## src/rtl/icache_fill_controller.sv

```systemverilog
// Page-tag owner and refill sequencer for the single-page instruction cache.
// A miss streams the whole page from the memory bus as 64-bit beats, then commits the tag.
module icache_fill_controller #(
   parameter int PAGE_BITS = 12
) (
   input  logic                  clk,
   input  logic                  reset,
   input  logic                  fetch_valid,
   input  logic [63:0]           fetch_pc,
   input  logic                  flush,
   output logic                  icache_r,
   output logic                  busy,
   output logic [63-PAGE_BITS:0] tag,
   output logic                  tag_valid,
   output logic                  fill_we,
   output logic [PAGE_BITS-1:0]  fill_addr,
   output logic [63:0]           fill_data,
   output logic                  mem_req,
   output logic [63:0]           mem_addr,
   input  logic                  mem_ack,
   input  logic [63:0]           mem_rdata,
   output logic [31:0]           miss_count
);

   localparam int BW    = PAGE_BITS - 3;
   localparam int TW    = 64 - PAGE_BITS;
   localparam int BEATS = 2 ** BW;
   localparam logic [BW-1:0] LAST_BEAT = BW'(BEATS - 1);

   typedef enum logic [1:0] {
      S_IDLE   = 2'd0,
      S_FILL   = 2'd1,
      S_COMMIT = 2'd2
   } state_t;

   state_t          r_state;
   state_t          w_state_nxt;

   logic [TW-1:0]   r_tag;
   logic            r_tag_valid;
   logic [TW-1:0]   r_fill_tag;
   logic [BW-1:0]   r_beat_idx;
   logic            r_flush_pending;
   logic            r_mem_req;
   logic [63:0]     r_mem_addr;
   logic            r_fill_we;
   logic [PAGE_BITS-1:0] r_fill_addr;
   logic [63:0]     r_fill_data;
   logic [31:0]     r_miss_count;

   logic            w_hit;
   logic            w_start;
   logic            w_beat_ack;
   logic            w_last_ack;
   logic            w_commit;
   logic [BW-1:0]   w_beat_inc;
   logic [TW-1:0]   w_pc_tag;
   logic            w_unused;

   function automatic logic [31:0] sat_inc32(input logic [31:0] v);
      return (v == 32'hFFFF_FFFF) ? v : v + 32'd1;
   endfunction

   assign w_pc_tag   = fetch_pc[63:PAGE_BITS];
   assign w_hit      = r_tag_valid && (w_pc_tag == r_tag);
   assign w_beat_inc = r_beat_idx + 1'b1;
   assign w_unused   = ^fetch_pc[PAGE_BITS-1:0];

   always_ff @(posedge clk) begin
      if (reset) begin
         r_state <= S_IDLE;
      end else begin
         r_state <= w_state_nxt;
      end
   end

   always_comb begin
      w_state_nxt = r_state;
      w_start     = 1'b0;
      w_beat_ack  = 1'b0;
      w_last_ack  = 1'b0;
      w_commit    = 1'b0;
      case (r_state)
         S_IDLE: begin
            if (fetch_valid && !w_hit && !flush) begin
               w_start     = 1'b1;
               w_state_nxt = S_FILL;
            end
         end
         S_FILL: begin
            if (mem_ack) begin
               w_beat_ack = 1'b1;
               if (r_beat_idx == LAST_BEAT) begin
                  w_last_ack  = 1'b1;
                  w_state_nxt = S_COMMIT;
               end
            end
         end
         S_COMMIT: begin
            w_commit    = 1'b1;
            w_state_nxt = S_IDLE;
         end
         default: w_state_nxt = S_IDLE;
      endcase
   end

   always_ff @(posedge clk) begin
      if (reset) begin
         r_tag           <= '0;
         r_tag_valid     <= 1'b0;
         r_fill_tag      <= '0;
         r_beat_idx      <= '0;
         r_flush_pending <= 1'b0;
         r_mem_req       <= 1'b0;
         r_mem_addr      <= '0;
         r_fill_we       <= 1'b0;
         r_fill_addr     <= '0;
         r_fill_data     <= '0;
         r_miss_count    <= '0;
      end else begin
         // Write-back of an acked beat lands on the array one cycle later
         r_fill_we <= w_beat_ack;
         if (w_beat_ack) begin
            r_fill_addr <= {r_beat_idx, 3'b000};
            r_fill_data <= mem_rdata;
         end

         if (w_start) begin
            r_fill_tag      <= w_pc_tag;
            r_beat_idx      <= '0;
            r_mem_req       <= 1'b1;
            r_mem_addr      <= {w_pc_tag, {BW{1'b0}}, 3'b000};
            r_tag_valid     <= 1'b0;
            r_flush_pending <= 1'b0;
            r_miss_count    <= sat_inc32(r_miss_count);
         end else if (w_beat_ack) begin
            if (w_last_ack) begin
               r_mem_req <= 1'b0;
            end else begin
               r_beat_idx <= w_beat_inc;
               r_mem_addr <= {r_fill_tag, w_beat_inc, 3'b000};
            end
         end

         if (flush) begin
            if (r_state == S_IDLE) begin
               r_tag_valid <= 1'b0;
            end else begin
               r_flush_pending <= 1'b1;
            end
         end

         // A flush seen anywhere during the fill leaves the new page invalid
         if (w_commit) begin
            r_tag           <= r_fill_tag;
            r_tag_valid     <= !r_flush_pending && !flush;
            r_flush_pending <= 1'b0;
         end
      end
   end

   assign icache_r   = w_hit;
   assign busy       = (r_state != S_IDLE);
   assign tag        = r_tag;
   assign tag_valid  = r_tag_valid;
   assign fill_we    = r_fill_we;
   assign fill_addr  = r_fill_addr;
   assign fill_data  = r_fill_data;
   assign mem_req    = r_mem_req;
   assign mem_addr   = r_mem_addr;
   assign miss_count = r_miss_count;

endmodule

```

## config.mk

```make
export PLATFORM = sky130hd
export DESIGN_NAME = icache_fill_controller
export DESIGN_NICKNAME = d
export VERILOG_FILES = /design/src/rtl/icache_fill_controller.sv
export SDC_FILE = /design/constraint.sdc
export NUM_CORES = 1
export LEC_CHECK = 0
export CORE_MARGIN = 2
export CORE_UTILIZATION = 30
export DETAILED_ROUTE_END_ITERATION = 12
export DONT_BUFFER_PORTS = 1
export PLACE_DENSITY = 0.55
export SLEW_MARGIN = 40
export SYNTH_ARGS = -nofsm -noshare
export SYNTH_HDL_FRONTEND = slang
export SYNTH_SLANG_ARGS = --single-unit
```

## constraint.sdc

```tcl
create_clock -name clk -period 3.3 [get_ports clk]
set_clock_uncertainty 0.15 [all_clocks]
set_input_delay 0.33 -clock clk [delete_from_list [all_inputs] [get_ports clk]]
set_output_delay 0.33 -clock clk [all_outputs]
set_load 0.02 [all_outputs]
```

Word-level counts from Yosys, hierarchy flattened
Index checks and enable logic that the tools add are counted.
{ "totals": {"reg_bits": 276, "inputBits": 133, "output_inout_bits": 229} }
{ "classes": {"n_addsub": 2, "n_eq_ne": 9, "muxes": 25, "bitwise_logic": 2, "reduce_logical": 18} }
{ "ops": {"columns": ["operator", "count"], "rows": [
  ["two-way mux 64 bit", 3],
  ["== test 52 bit", 1],
  ["adder 32 x 1 -> 32 bit, second input constant", 1],
  ["== test 32 bit, second input constant", 1],
  ["two-way mux 1 bit", 18],
  ["adder 9 x 1 -> 9 bit, second input constant", 1],
  ["== test 9 bit, second input constant", 1],
  ["!= test 2 bit, second input constant", 4],
  ["AND reduction 2 bit", 4],
  ["two-way mux 2 bit", 3],
  ["nonzero test 2 bit", 3],
  ["logical AND 1 bit", 4],
  ["one-hot mux 2 bit (2 select lines)", 1],
  ["OR reduction 2 bit", 2],
  ["zero test 1 bit", 3],
  ["AND reduction 3 bit", 1],
  ["== test 2 x 1 -> 1 bit, second input constant", 1],
  ["== test 2 bit, second input constant", 1],
  ["zero test 2 bit", 1],
  ["NOT 1 bit", 2]
]} }

Logic depth before layout (Yosys ltp)
{ "depth": {"depth_word": 11, "depth_mapped": 11, "depth_no_buf": 9} }

Worst setup path before layout
Ideal clock, no wire load.
{ "synth_timing": {"path_type": "register to register", "start": "register r_beat_idx[0]", "end": "register r_mem_addr[48], in the netlist mem_addr[48]", "setup_ns": 0.089, "arrival_time_ns": 2.362, "t_required_ns": 3.061, "slack_ns": 0.699, "stages_incl_launch_ff": 11, "n_path_buf": 3, "path_cell_list": "dfxtp_1 > ha_1 > nand3_1 > nor2_1 > ha_1 > clkbuf_1 > nor2_1 > clkbuf_1 > clkbuf_1 > nand2_1 > a311oi_2"} }
{ "synth_via": {"elab_chain_len": 6} }
{ "synth_rtl": {"columns": ["element", "line", "text"], "rows": [
  ["from (decl)", "42", "logic [BW-1:0] r_beat_idx;"],
  ["from (signal assigned)", "140", "r_beat_idx <= w_beat_inc;"],
  ["== test 9 bit", "93", "if (r_beat_idx == LAST_BEAT) begin"],
  ["two-way mux 1 bit", "93", null],
  ["two-way mux 1 bit", "91", "if (mem_ack) begin"],
  ["two-way mux 1 bit", "83", "case (r_state)"],
  ["!= test 2 bit (no line)", null, null],
  ["AND reduction 2 bit (no line)", null, null],
  ["to (signal assigned)", "132", "r_mem_addr <= {w_pc_tag, {BW{1'b0}}, 3'b000};"],
  ["to (signal assigned)", "141", "r_mem_addr <= {r_fill_tag, w_beat_inc, 3'b000};"],
  ["to (decl)", "45", "logic [63:0] r_mem_addr;"]
]} }
No other way between the ends.
A chain may end at the register's enable or synchronous reset.

Final worst setup path
{ "layout_timing": {"start": "register r_tag[37], in the netlist tag[37]", "end": "register r_miss_count[0], in the netlist miss_count[0]"} }
{ "layout_via": {"elab_chain_len": 8} }
{ "layout_rtl": {"columns": ["element", "line", "text"], "rows": [
  ["from (decl)", "39", "logic [TW-1:0] r_tag;"],
  ["from (signal assigned)", "155", "r_tag <= r_fill_tag;"],
  ["== test 52 bit", "65", "assign w_hit = r_tag_valid && (w_pc_tag == r_tag);"],
  ["logical AND 1 bit", "65", null],
  ["zero test 1 bit", "85", "if (fetch_valid && !w_hit && !flush) begin"],
  ["logical AND 1 bit (2 in series)", "85", null],
  ["two-way mux 1 bit", "85", null],
  ["two-way mux 1 bit", "83", null],
  ["AND reduction 2 bit (no line)", null, null],
  ["to (signal assigned)", "135", "r_miss_count <= sat_inc32(r_miss_count);"],
  ["to (decl)", "49", "logic [31:0] r_miss_count;"]
]} }
No other way between the ends.

==> impl_metrics.env <==
export IMPL_irDropWorstVdd_v=0.0004395
export IMPL_portBuffers=0
export IMPL_syn_area_sq_um=11570
export IMPL_num_nets_final=1765
export IMPL_syn_inst=1414
export IMPL_yosysTopAreaCell="dfxtp_1"
export IMPL_synthArstFlopShare=0
export IMPL_finalHoldViolCount=0
export IMPL_rows=71
export IMPL_status="finished, final reports clean"
export IMPL_final_area_sq_um=15630
export IMPL_gp_congestion=0.8267
export IMPL_final_common_cell="nand2_1"
export IMPL_path_max_fanout=7
export IMPL_slew_violations=0
export IMPL_totalWireLength_um=41360
export IMPL_synthToLayoutAreaGrowth_pct=35.05
export IMPL_yosysSeqAreaShare=0.4774
export IMPL_dr_pass1_iters=5
export IMPL_stdcell_count=2164
export IMPL_setup_tns_ns=0
export IMPL_clk_pin_slew_worst_paths_ns=0.06
export IMPL_initial_core_util=0.3058
export IMPL_crit_path_end_kind="flip-flop"
export IMPL_antenna_found_initial=0
export IMPL_fmax_mhz=311.3
export IMPL_dp_slack_ns=0.1947
export IMPL_h_tree_depth=1
export IMPL_ios=362
export IMPL_drive_above_1_share=0.1307
export IMPL_die_w_um=200.4
export IMPL_dp_hpwl_um=25560
export IMPL_whs_ns=0.09364
export IMPL_ys_ff_latch=276
export IMPL_vias=10860
export IMPL_ys_flop_type="dfxtp_1"
export IMPL_dieHeight_um=200.4
export IMPL_clk_latency_ns=0.58
export IMPL_cts_buffer_depth=3
export IMPL_grt_pass1_vias=10980
export IMPL_power_mw=7.622
export IMPL_numCtsBuffers=31
export IMPL_crit_arrival_ns=3.50
export IMPL_critical_path_class="flip-flop to flip-flop"
export IMPL_dpl_instance_area_sq_um=12450
export IMPL_drv_cap=0
export IMPL_drtIter0Drc=542
export IMPL_hold_path_class="primary input to flip-flop"
export IMPL_rsz0062_at_grt="true"
export IMPL_synthTopCellsByArea="dfxtp_1, nand2_1, a21oi_1"
export IMPL_power_density_nw_per_um2=487.7
export IMPL_final_util=0.4130
export IMPL_synth_top_area_frac=0.4774
export IMPL_track_usage=0.2003
export IMPL_dpl_cell_count=1898
export IMPL_start_kind="flip-flop"
export IMPL_cts_root_buf="clkbuf_16"
export IMPL_ys_types=51
export IMPL_grt_max_degree=156
export IMPL_setup_viol=0
export IMPL_routed_via_density=5.016
export IMPL_p_leak_nw=5.790
export IMPL_die_area_sq_um=40170
export IMPL_ant_nets=0
export IMPL_fin_crit_ns=3.212
export IMPL_core_area_sq_um=37840
export IMPL_cts_tree="built"
export IMPL_yosysWarningCount=0
export IMPL_worst_slack_ns=0.08805
export IMPL_cts_sinks=276
export IMPL_grt_ovfl_total=0
export IMPL_relSlewSlack=0.4835
export IMPL_routedWlPerCell_um=19.11
export IMPL_timing_final_crit_share=0.9733
export IMPL_drc=0
export IMPL_final_cell_mix="nand2_1, dfxtp_1, dlygate4sd3_1, a21oi_1, nor2_1"
export IMPL_tightestPinTransition_ns=0.7731
export IMPL_grt_pass1_wl_um=64100
export IMPL_n_antenna_cell=0
export IMPL_cp_required_ns=3.59
export IMPL_postSynthAreaPerCell_sq_um=8.185
export IMPL_synth_edff_count=0
-- cell families after synthesis --
| family | after synthesis | share of synthesized area |
|---|---|---|
| AND/OR/NAND/NOR | 624 | 0.2272 |
| AO/OA/AOI/OAI | 309 | 0.1759 |
| flip-flops | 276 | 0.4774 |
| buffers and inverters | 117 | 0.04724 |
| XOR/XNOR | 60 | 0.04541 |
| multiplexers | 24 | 0.02324 |
| adder cells (fa/ha/maj) | 3 | 0.003244 |
| other | 1 | 0.0003240 |
-- synth_stat cells (2+ instances only) --
library cell  instances
nand3_1              10
or2_1                 2
ha_1                  3
or4b_2                2
a311oi_2             40
nand2b_1              3
nor2_1               88
nand2_1             430
or3b_2                2
inv_1                 9
buf_2                 8
buf_4                12
nand4_1              20
mux2_2               14
o21ai_0              48
nor4_1               14
a21oi_1             200
nor2b_1              17
nor2_2                2
o2111ai_1             2
xnor2_1              46
and4_1                4
buf_6                 7
o31ai_1               2
a311oi_1              4
o41ai_1               6
nor3_1               10
xor2_1               14
dfxtp_1             276
nor4b_1               3
clkbuf_1             79
and3_1                6
buf_1                 2
and2_1                3
mux2_1                9
or4_1                 2
-- timing repair --
item                                   CTS  global route
endpoints found under the hold margin  273             0
setup buffers                            0             0
hold buffers                           209             0
setup endpoints to repair                1             5
pin swaps                                0             1
gates resized for setup                  1            11
-- where the power goes --
| group | internal [mW] | leakage, nW | total [mW] | switching [mW] |
|---|---|---|---|---|
| Combinational | 0.261 | 3.03 | 0.569 | 0.308 |
| Clock | 2.02 | 0.513 | 3.44 | 1.43 |
| Sequential | 3.44 | 2.24 | 3.61 | 0.172 |
-- critical path: stages, from the launching register on --
cell           delay (ns)
dfxtp_2              0.36
xnor2_1              0.26
buf_4                0.19
nand4_1              0.13
nor4_1               0.35
nand2_1              0.14
nor4_2               0.21
buf_4                0.24
nor2_2               0.11
buf_4                0.19
xnor2_1              0.13
nor2_1               0.05
dlygate4sd3_1        0.55
-- layout make-up --
class	count	area [sq um]
fill	3780	22210
clock inverter	12	91.34
clock buffer	45	928.4
sequential	276	5532
multi-input combinational	1026	5613
timing repair buffer	285	2793
inverter	9	33.78
tap	511	639.4
-- sequential cells by signal, summed over array words and instances (netlist names) --
name / cells
fill_data: 64
r_flush_pending: 1
r_fill_tag: 52
tag_valid: 1
tag: 52
mem_req: 1
mem_addr: 52
miss_count: 32
r_state: 2
fill_addr: 9
r_beat_idx: 9
fill_we: 1
-- worst paths after layout --
path / from / slack, ns / cells after the start / to
setup reg to reg: tag[37] / 0.09 / 12 / miss_count[0]
setup / recovery: tag[37] / 0.09 / 12 / miss_count[0]
hold reg to reg: r_fill_tag[7] / 0.32 / 2 / r_fill_tag[7]
hold / removal: fetch_valid / 0.09 / 4 / r_fill_tag[40]
-- layer usage --
metal | vias to the layer above | global-route usage | part of all wire
met5 | - | 0 | 0
met4 | 0 | 0.05582 | 0.021
met3 | 54 | 0.05698 | 0.087
met2 | 393 | 0.3504 | 0.49
met1 | 5203 | 0.2392 | 0.41
li1 | 5205 | - | -
Power figures use the tool's default switching activity.
